File: src/rtl/dds_phase_diff.sv
`default_nettype none
// ============================================================================
// Module   : dds_phase_diff
// Brief    : Recovers the DDS frequency word from a stream of phase-accumulator
//            samples. Averages 2^AVG_LOG2 modular first differences and counts
//            accumulator wrap events per window.
//            Optional macro DDS_PHASE_DIFF_STABLE_EN adds stable_o, which flags
//            that consecutive window averages agree within STABLE_TOL.
// Revision : 1.0 - initial release
// ============================================================================
module dds_phase_diff #(
  parameter int PHASE_ACC_WIDTH = 16,
  parameter int PHASE_INC_WIDTH = 16,
  parameter int AVG_LOG2        = 2
`ifdef DDS_PHASE_DIFF_STABLE_EN
  ,
  parameter int STABLE_TOL      = 1
`endif
) (
  input  logic                       clk_i,
  input  logic                       rst_i,
  input  logic [PHASE_ACC_WIDTH-1:0] phase_i,
  input  logic                       phase_vld_i,
  input  logic                       clear_i,
  output logic [PHASE_INC_WIDTH-1:0] phase_inc_o,
  output logic                       phase_inc_vld_o,
  output logic [AVG_LOG2:0]          wrap_cnt_o,
  output logic                       overrange_o,
  output logic                       busy_o
`ifdef DDS_PHASE_DIFF_STABLE_EN
  ,
  output logic                       stable_o
`endif
);

  localparam int SUM_W = PHASE_ACC_WIDTH + AVG_LOG2;
  localparam int CNT_W = AVG_LOG2 + 1;
  localparam logic [CNT_W-1:0] C_LAST_CNT = CNT_W'((1 << AVG_LOG2) - 1);

  typedef enum logic [0:0] {
    ST_EMPTY = 1'b0,
    ST_RUN   = 1'b1
  } state_t;

  state_t                     state_q, state_d;
  logic [PHASE_ACC_WIDTH-1:0] prev_q, prev_d;
  logic [SUM_W-1:0]           sum_q, sum_d;
  logic [CNT_W-1:0]           cnt_q, cnt_d;
  logic [CNT_W-1:0]           wrap_q, wrap_d;
  logic [PHASE_INC_WIDTH-1:0] inc_q, inc_d;
  logic                       vld_q, vld_d;
  logic [CNT_W-1:0]           wrap_out_q, wrap_out_d;
  logic                       ovr_q, ovr_d;

  logic [PHASE_ACC_WIDTH-1:0] diff_w;
  logic [SUM_W-1:0]           sum_next_w;
  logic [CNT_W-1:0]           wrap_next_w;
  logic [PHASE_ACC_WIDTH-1:0] avg_w;
  logic                       ovr_w;

`ifdef DDS_PHASE_DIFF_STABLE_EN
  logic [PHASE_ACC_WIDTH-1:0] prev_avg_q, prev_avg_d;
  logic                       first_q, first_d;
  logic                       stable_q, stable_d;
  logic [PHASE_ACC_WIDTH-1:0] abs_diff_w;
`endif

  // Datapath for the sample currently offered: modular difference, running
  // sum, wrap count and the window average it would produce.
  always_comb begin
    diff_w      = phase_i - prev_q;
    sum_next_w  = sum_q + SUM_W'(diff_w);
    wrap_next_w = wrap_q + CNT_W'(phase_i < prev_q);
    avg_w       = PHASE_ACC_WIDTH'(sum_next_w >> AVG_LOG2);
  end

  // Upper average bits that do not fit the output width flag overrange.
  generate
    if (PHASE_INC_WIDTH < PHASE_ACC_WIDTH) begin : g_ovr_narrow
      assign ovr_w = |avg_w[PHASE_ACC_WIDTH-1:PHASE_INC_WIDTH];
    end else begin : g_ovr_full
      assign ovr_w = 1'b0;
    end
  endgenerate

`ifdef DDS_PHASE_DIFF_STABLE_EN
  // Distance between this window's average and the previous one.
  always_comb begin
    abs_diff_w = (avg_w >= prev_avg_q) ? (avg_w - prev_avg_q) : (prev_avg_q - avg_w);
  end
`endif

  // Next-state logic: clear wins over a sample; a completing sample publishes
  // the result and restarts accumulation while keeping prev as reference.
  always_comb begin
    state_d    = state_q;
    prev_d     = prev_q;
    sum_d      = sum_q;
    cnt_d      = cnt_q;
    wrap_d     = wrap_q;
    inc_d      = inc_q;
    vld_d      = 1'b0;
    wrap_out_d = wrap_out_q;
    ovr_d      = ovr_q;
`ifdef DDS_PHASE_DIFF_STABLE_EN
    prev_avg_d = prev_avg_q;
    first_d    = first_q;
    stable_d   = stable_q;
`endif
    if (clear_i) begin
      state_d = ST_EMPTY;
      sum_d   = '0;
      cnt_d   = '0;
      wrap_d  = '0;
`ifdef DDS_PHASE_DIFF_STABLE_EN
      first_d  = 1'b1;
      stable_d = 1'b0;
`endif
    end else if (phase_vld_i) begin
      case (state_q)
        ST_EMPTY: begin
          prev_d  = phase_i;
          state_d = ST_RUN;
        end
        ST_RUN: begin
          prev_d = phase_i;
          if (cnt_q == C_LAST_CNT) begin
            inc_d      = avg_w[PHASE_INC_WIDTH-1:0];
            ovr_d      = ovr_w;
            wrap_out_d = wrap_next_w;
            vld_d      = 1'b1;
            sum_d      = '0;
            cnt_d      = '0;
            wrap_d     = '0;
`ifdef DDS_PHASE_DIFF_STABLE_EN
            stable_d   = !first_q && (abs_diff_w <= PHASE_ACC_WIDTH'(STABLE_TOL));
            first_d    = 1'b0;
            prev_avg_d = avg_w;
`endif
          end else begin
            sum_d  = sum_next_w;
            cnt_d  = cnt_q + 1'b1;
            wrap_d = wrap_next_w;
          end
        end
        default: state_d = ST_EMPTY;
      endcase
    end
  end

  // State and result registers with asynchronous reset.
  always_ff @(posedge clk_i or posedge rst_i) begin
    if (rst_i) begin
      state_q    <= ST_EMPTY;
      prev_q     <= '0;
      sum_q      <= '0;
      cnt_q      <= '0;
      wrap_q     <= '0;
      inc_q      <= '0;
      vld_q      <= 1'b0;
      wrap_out_q <= '0;
      ovr_q      <= 1'b0;
`ifdef DDS_PHASE_DIFF_STABLE_EN
      prev_avg_q <= '0;
      first_q    <= 1'b1;
      stable_q   <= 1'b0;
`endif
    end else begin
      state_q    <= state_d;
      prev_q     <= prev_d;
      sum_q      <= sum_d;
      cnt_q      <= cnt_d;
      wrap_q     <= wrap_d;
      inc_q      <= inc_d;
      vld_q      <= vld_d;
      wrap_out_q <= wrap_out_d;
      ovr_q      <= ovr_d;
`ifdef DDS_PHASE_DIFF_STABLE_EN
      prev_avg_q <= prev_avg_d;
      first_q    <= first_d;
      stable_q   <= stable_d;
`endif
    end
  end

  assign phase_inc_o     = inc_q;
  assign phase_inc_vld_o = vld_q;
  assign wrap_cnt_o      = wrap_out_q;
  assign overrange_o     = ovr_q;
  assign busy_o          = (state_q == ST_RUN);
`ifdef DDS_PHASE_DIFF_STABLE_EN
  assign stable_o        = stable_q;
`endif

endmodule
`default_nettype wire
File: config.mk
export PLATFORM = sky130hd
export DESIGN_NAME = dds_phase_diff
export DESIGN_NICKNAME = d
export VERILOG_FILES = /design/src/rtl/dds_phase_diff.sv
export SDC_FILE = /design/constraint.sdc
export NUM_CORES = 1
export LEC_CHECK = 0
export ABC_CLOCK_PERIOD_IN_PS = 3650
export BUFFER_PORTS_ARGS = -buffer_cell sky130_fd_sc_hd__clkbuf_2
export CORE_MARGIN = 8
export CORE_UTILIZATION = 45
export CTS_BUF_LIST = sky130_fd_sc_hd__clkbuf_2 sky130_fd_sc_hd__clkbuf_4 sky130_fd_sc_hd__clkbuf_8
export DETAILED_ROUTE_END_ITERATION = 8
export PLACE_DENSITY = 0.68
export SLEW_MARGIN = 10
export SYNTH_ARGS = -nofsm -noshare
export SYNTH_HDL_FRONTEND = slang
export SYNTH_SLANG_ARGS = --single-unit
File: constraint.sdc
create_clock -name clk_i -period 3.65 [get_ports clk_i]
set_clock_uncertainty 0.15 [all_clocks]
set_input_delay 0.365 -clock clk_i [delete_from_list [all_inputs] [get_ports clk_i]]
set_output_delay 0.365 -clock clk_i [all_outputs]
set_load 0.02 [all_outputs]
== Word level (Yosys, flattened, before mapping) ==
Cells that the tools add are included.
Cells by class
  add/sub/neg operators: 4
  equality and inequality tests: 1
  reductions and logical operators: 5
  order comparisons: 1
  bitwise logic cells: 1
  mux-type cells: 18
Operator list (count)
  $mux 18: 4
  $mux 3: 8
  $add 18x16->18: 1
  $lt 16x16->1: 1
  $sub 16x16->16: 1
  $mux 1: 6
  $reduce_and 2->1: 2
  $reduce_and 4->1: 1
  $reduce_bool 2->1: 2
  $add 3x1->3: 1
  $add 3x1->3 const B: 1
  $eq 3x2->1 const B: 1
  $not 1->1: 1
Storage, ports and cells
  register bits after elaboration: 61
  input port bits: 20
  logic and storage cells: 38
  output and inout port bits: 22

== Logic depth before layout (Yosys ltp) ==
  depth in word-level cells: 6
  depth in mapped cells: 17
  gate-level depth less buffers: 16

== Least setup slack after synthesis ==
Ideal clock, no wire load.
  kind: in2reg
  start: in phase_i[0]
  end: reg inc_q[15], in the netlist phase_inc_o[15]
  setup time: 132 ps
  stages: 17
  setup slack: 203 ps
  arrival: 3165 ps
  required time: 3368 ps
  path through: inv_1 > ha_1 > fa_1 > nor2b_1 > o21a_1 > o211ai_1 > a21oi_1 > mux2i_1 > nand2_1 > ha_1 > buf_2 > nand3_1 > a211oi_2 > a211oi_1 > o32ai_2 > xnor2_1 > o21ai_1
On the way
  word-level cells in the longest chain between the ends: 2
Ends and longest elaborated chain
  from (decl): RTL line 22  | input logic [PHASE_ACC_WIDTH-1:0] phase_i,
  $sub 16x16->16: RTL line 71  | diff_w = phase_i - prev_q;
  $add 18x16->18: RTL line 72  | sum_next_w = sum_q + SUM_W'(diff_w);
  to (signal assigned): RTL line 174  | inc_q <= inc_d;
  to (decl): RTL line 50  | logic [PHASE_INC_WIDTH-1:0] inc_q, inc_d;
Every way passes these cells.
A chain may end at the register's enable or synchronous reset.

== Final worst setup path ==
  start: reg prev_q[2]
  end: reg inc_q[14], in the netlist phase_inc_o[14]
On the way
  word-level cells in the longest chain between the ends: 2
Ends and longest elaborated chain
  from (decl): RTL line 46  | logic [PHASE_ACC_WIDTH-1:0] prev_q, prev_d;
  from (signal assigned): RTL line 170  | prev_q <= prev_d;
  $sub 16x16->16: RTL line 71
  $add 18x16->18: RTL line 72
Every way passes these cells.

==> impl_metrics.toml <==
[outcome]
outcome = "complete, no violations"

[power_and_ir_drop]
p_comb_share_pct = 41.2
irDropWorstVdd_v = 0.0002371
switchingPower_mw = 0.8522
p_int_mw = 1.565
pwr-share-clk_pct = 27.7
switching_share_pct = 35.26
seqPwrFrac_pct = 31.1
power_density_nw_per_um2 = 513.9
leakagePower_nw = 2.385

[setup_path]
r2r-start = "prev_q[2]"
max_stage_delay_ns = 0.33
path_class = "reg2reg"
reg2reg_to = "phase_inc_o[14]"
r2r_slack_ns = 0.14
critPathSlowestCell = "ha_1"
worstPathMaxFanout = 4
critical_path.startpoint_type = "flop"
path_cells = "inv_1, ha_1, nor2b_1, o21a_1, buf_4, o21ai_0, nand2b_1, a21oi_1, xnor2_1, ha_1, buf_4, o21a_1, nor2_4, a211oi_2, o211ai_1, buf_4, a211o_1, nand3_1"
critPathRequiredTime_ns = 3.78
critPathArrivalTime_ns = 3.64
critPathCaptureType = "flop"
crit_path_frequent_cell = "buf_4"
reg2reg_depth = 18

[yosys]
synthesis.nets = 499
netlist_instances = 442
synth_flop_cell = "dfrtp_1"
synth_seq_area_share_pct = 38.58
syn_avg_cell_area_um2 = 8.951
ys_ff_latch = 61
syn_area_um2 = 3956
synth_cell_types = 49
yosys_warnings = 0
synth_edf_count = 0
synthArstFlopShare_pct = 100.0

[global_route]
grt_max_degree = 42
grtUsageTotal_pct = 16.13
antenna_found_initial = 0
grt_pass1_vias = 3360
overflow = 0
grt_pass1_wl_um = 15330

[final_layout]
mostFrequentLayoutCell = "nand2_1"
stdcell_count = 617
fin_util_pct = 54.46
final_cell_mix = "69 x nand2_1, 61 x dfrtp_1, 40 x clkbuf_2, 33 x inv_1, 32 x ha_1"
num_antenna_cells = 0
final_layout_size_suffix_gt1_share_pct = 21.02
area_growth_pct = 18.88
num-nets-final = 562

[drt]
vias_per_cell = 5.400
drtIter0Drc = 122
avgRoutedWirePerCell_um = 14.82
dr.pass1.iters = 4
ant_nets = 0
via_count = 3332
route.detailed.drc = 0
wirelength_um = 9147

[timing]
period_needed_ns = 3.509
finalCritPeriodShare_pct = 96.13
slew_violations = 0
fmax_ghz = 0.2850
setup_viol = 0
slew_headroom_pct = 38.20
worst_slew_pin_slew_ns = 0.9256
hold_viol_final = 0

[place]
io_buffers = 40
dp.final_hpwl_um = 6764
dp_cells = 596
gp_congestion = 0.8666

[floorplan]
io_pins = 42
initial_core_util_pct = 45.81
num_rows = 34
core_area_um2 = 8636
die_w_um = 109.8
dieHeight_um = 109.8
fp.dieArea_um2 = 12050

[clock_network]
ctsRootBufferMaster = "clkbuf_8"
cts_tree = "done"
cts.sinks = 61
clock_path_buffers = 2
htree_num_levels = 3
clk_pin_slew_ns = 0.07
clock_latency_ns = 0.35
cts_inserted_buffers = 9
ctsHoldBuffers = 0

[job]
max_cap_viol_count = 0

[min_path]
hold_class = "in2async"
-- state kept, by name (all words and copies together) (netlist names) --
name	cells
busy_o	1
sum_q	18
prev_q	16
phase_inc_o	16
cnt_q	3
wrap_cnt_o	3
phase_inc_vld_o	1
wrap_q	3
-- stage by stage --
step           setup TNS (ns)  setup WS [ns]  hold WS (ns)  area, µm²  power (mW)
2_1_floorplan               0         0.2031        0.2781       3956       1.433
3_3_place_gp                0        0.03145        0.3094       4384       1.657
3_5_place_dp          -0.3356       -0.05474        0.3158       4384       1.684
4_1_cts                     0        0.03669       0.08219       4597       2.365
5_1_grt               -0.1552       -0.05179       0.09914       4703       2.575
6_report                    0         0.1411       0.05937       4703       2.417
-- per-layer routing --
| layer | vias to the layer above | global-route usage, % | share of wire (%) |
|---|---|---|---|
| met1 | 1594 | 19.53 | 46 |
| met5 | - | 0 | 0 |
| met2 | 52 | 27.61 | 49 |
| met4 | 0 | 6.654 | 1.9 |
| met3 | 13 | 2.931 | 3.1 |
| li1 | 1673 | - | - |
-- worst max path at each step --
stage,from,end,cells after the start
finish,prev_q[2],phase_inc_o[14],18
global route,prev_q[0],sum_q[15],16
CTS,prev_q[0],phase_inc_o[14],15
detailed placement,phase_i[0],phase_inc_o[14],17
global placement,phase_i[0],phase_inc_o[11],17
floorplan,phase_i[0],phase_inc_o[15],17
-- synth_stat cells (2+ instances only) --
cell type  number  area (µm²)
a211o_1         5       43.79
a211oi_1        3       22.52
a211oi_2        2       25.02
a21o_1         17       127.6
a21oi_1        28       140.1
a221oi_1        2       17.52
a22o_1         14       122.6
a31oi_1         2       12.51
and3_1          2       12.51
buf_2           3       15.01
clkbuf_1       10       37.54
dfrtp_1        61        1526
fa_1            2       40.04
ha_1           35       437.9
inv_1          34       127.6
mux2_2          5       56.30
mux2i_1         2       20.02
nand2_1        69       259.0
nand2b_1        4       25.02
nand3_1         9       45.04
nand4_1         4       25.02
nor2_1         26       97.59
nor2b_1         6       37.54
nor3_1          5       25.02
o2111ai_1       2       17.52
o211ai_1        5       37.54
o21a_1          8       60.06
o21ai_0        25       125.1
o21ai_1         8       40.04
o21bai_1        2       15.01
xnor2_1        21       183.9
xor2_1          4       35.03
-- critical path: cells and delay by family (launching register included) --
kind / cells / cell delay (ns)
AOI/OAI and AO/OA: 7 / 1.37
adders and majority gates: 2 / 0.65
buffers and inverters: 4 / 0.47
and+or+nand+nor: 4 / 0.36
DFF: 1 / 0.32
xor gates and xnor gates: 1 / 0.12
-- logic make-up (layout without fill, tap and decap cells) --
family	count (synthesis)	in the layout	share of synthesized area, %
muxes	7	7	1.929
and+or+nand+nor	127	127	13.66
buffers and inverters	49	116	4.839
DFF	61	61	38.58
other	1	1	0.09479
adders and majority gates	37	37	12.08
xor gates and xnor gates	25	25	5.534
AOI/OAI and AO/OA	135	135	23.28
-- timing repair --
action	in CTS	in global routing
setup buffers	0	6
gates resized for setup	0	14
setup endpoints to repair	0	16
-- final cells by class --
| class | instances | area [µm²] |
|---|---|---|
| Inverter | 35 | 131.4 |
| Clock inverter | 5 | 75.07 |
| Timing Repair Buffer | 66 | 395.4 |
| Tap cell | 108 | 135.1 |
| Sequential cell | 61 | 1526 |
| Multi-Input combinational cell | 332 | 2302 |
| Fill cell | 801 | 3933 |
| Clock buffer | 10 | 137.6 |
-- power by group through the flow --
stage	clock network (mW)	registers, mW	logic [mW]
CTS	0.687	0.751	0.927
global route	0.720	0.756	1.10
floorplan	0	0.759	0.674
global placement	0	0.762	0.895
finish	0.670	0.752	0.995
detailed placement	0	0.764	0.921
(Power assumes the default switching activity.)
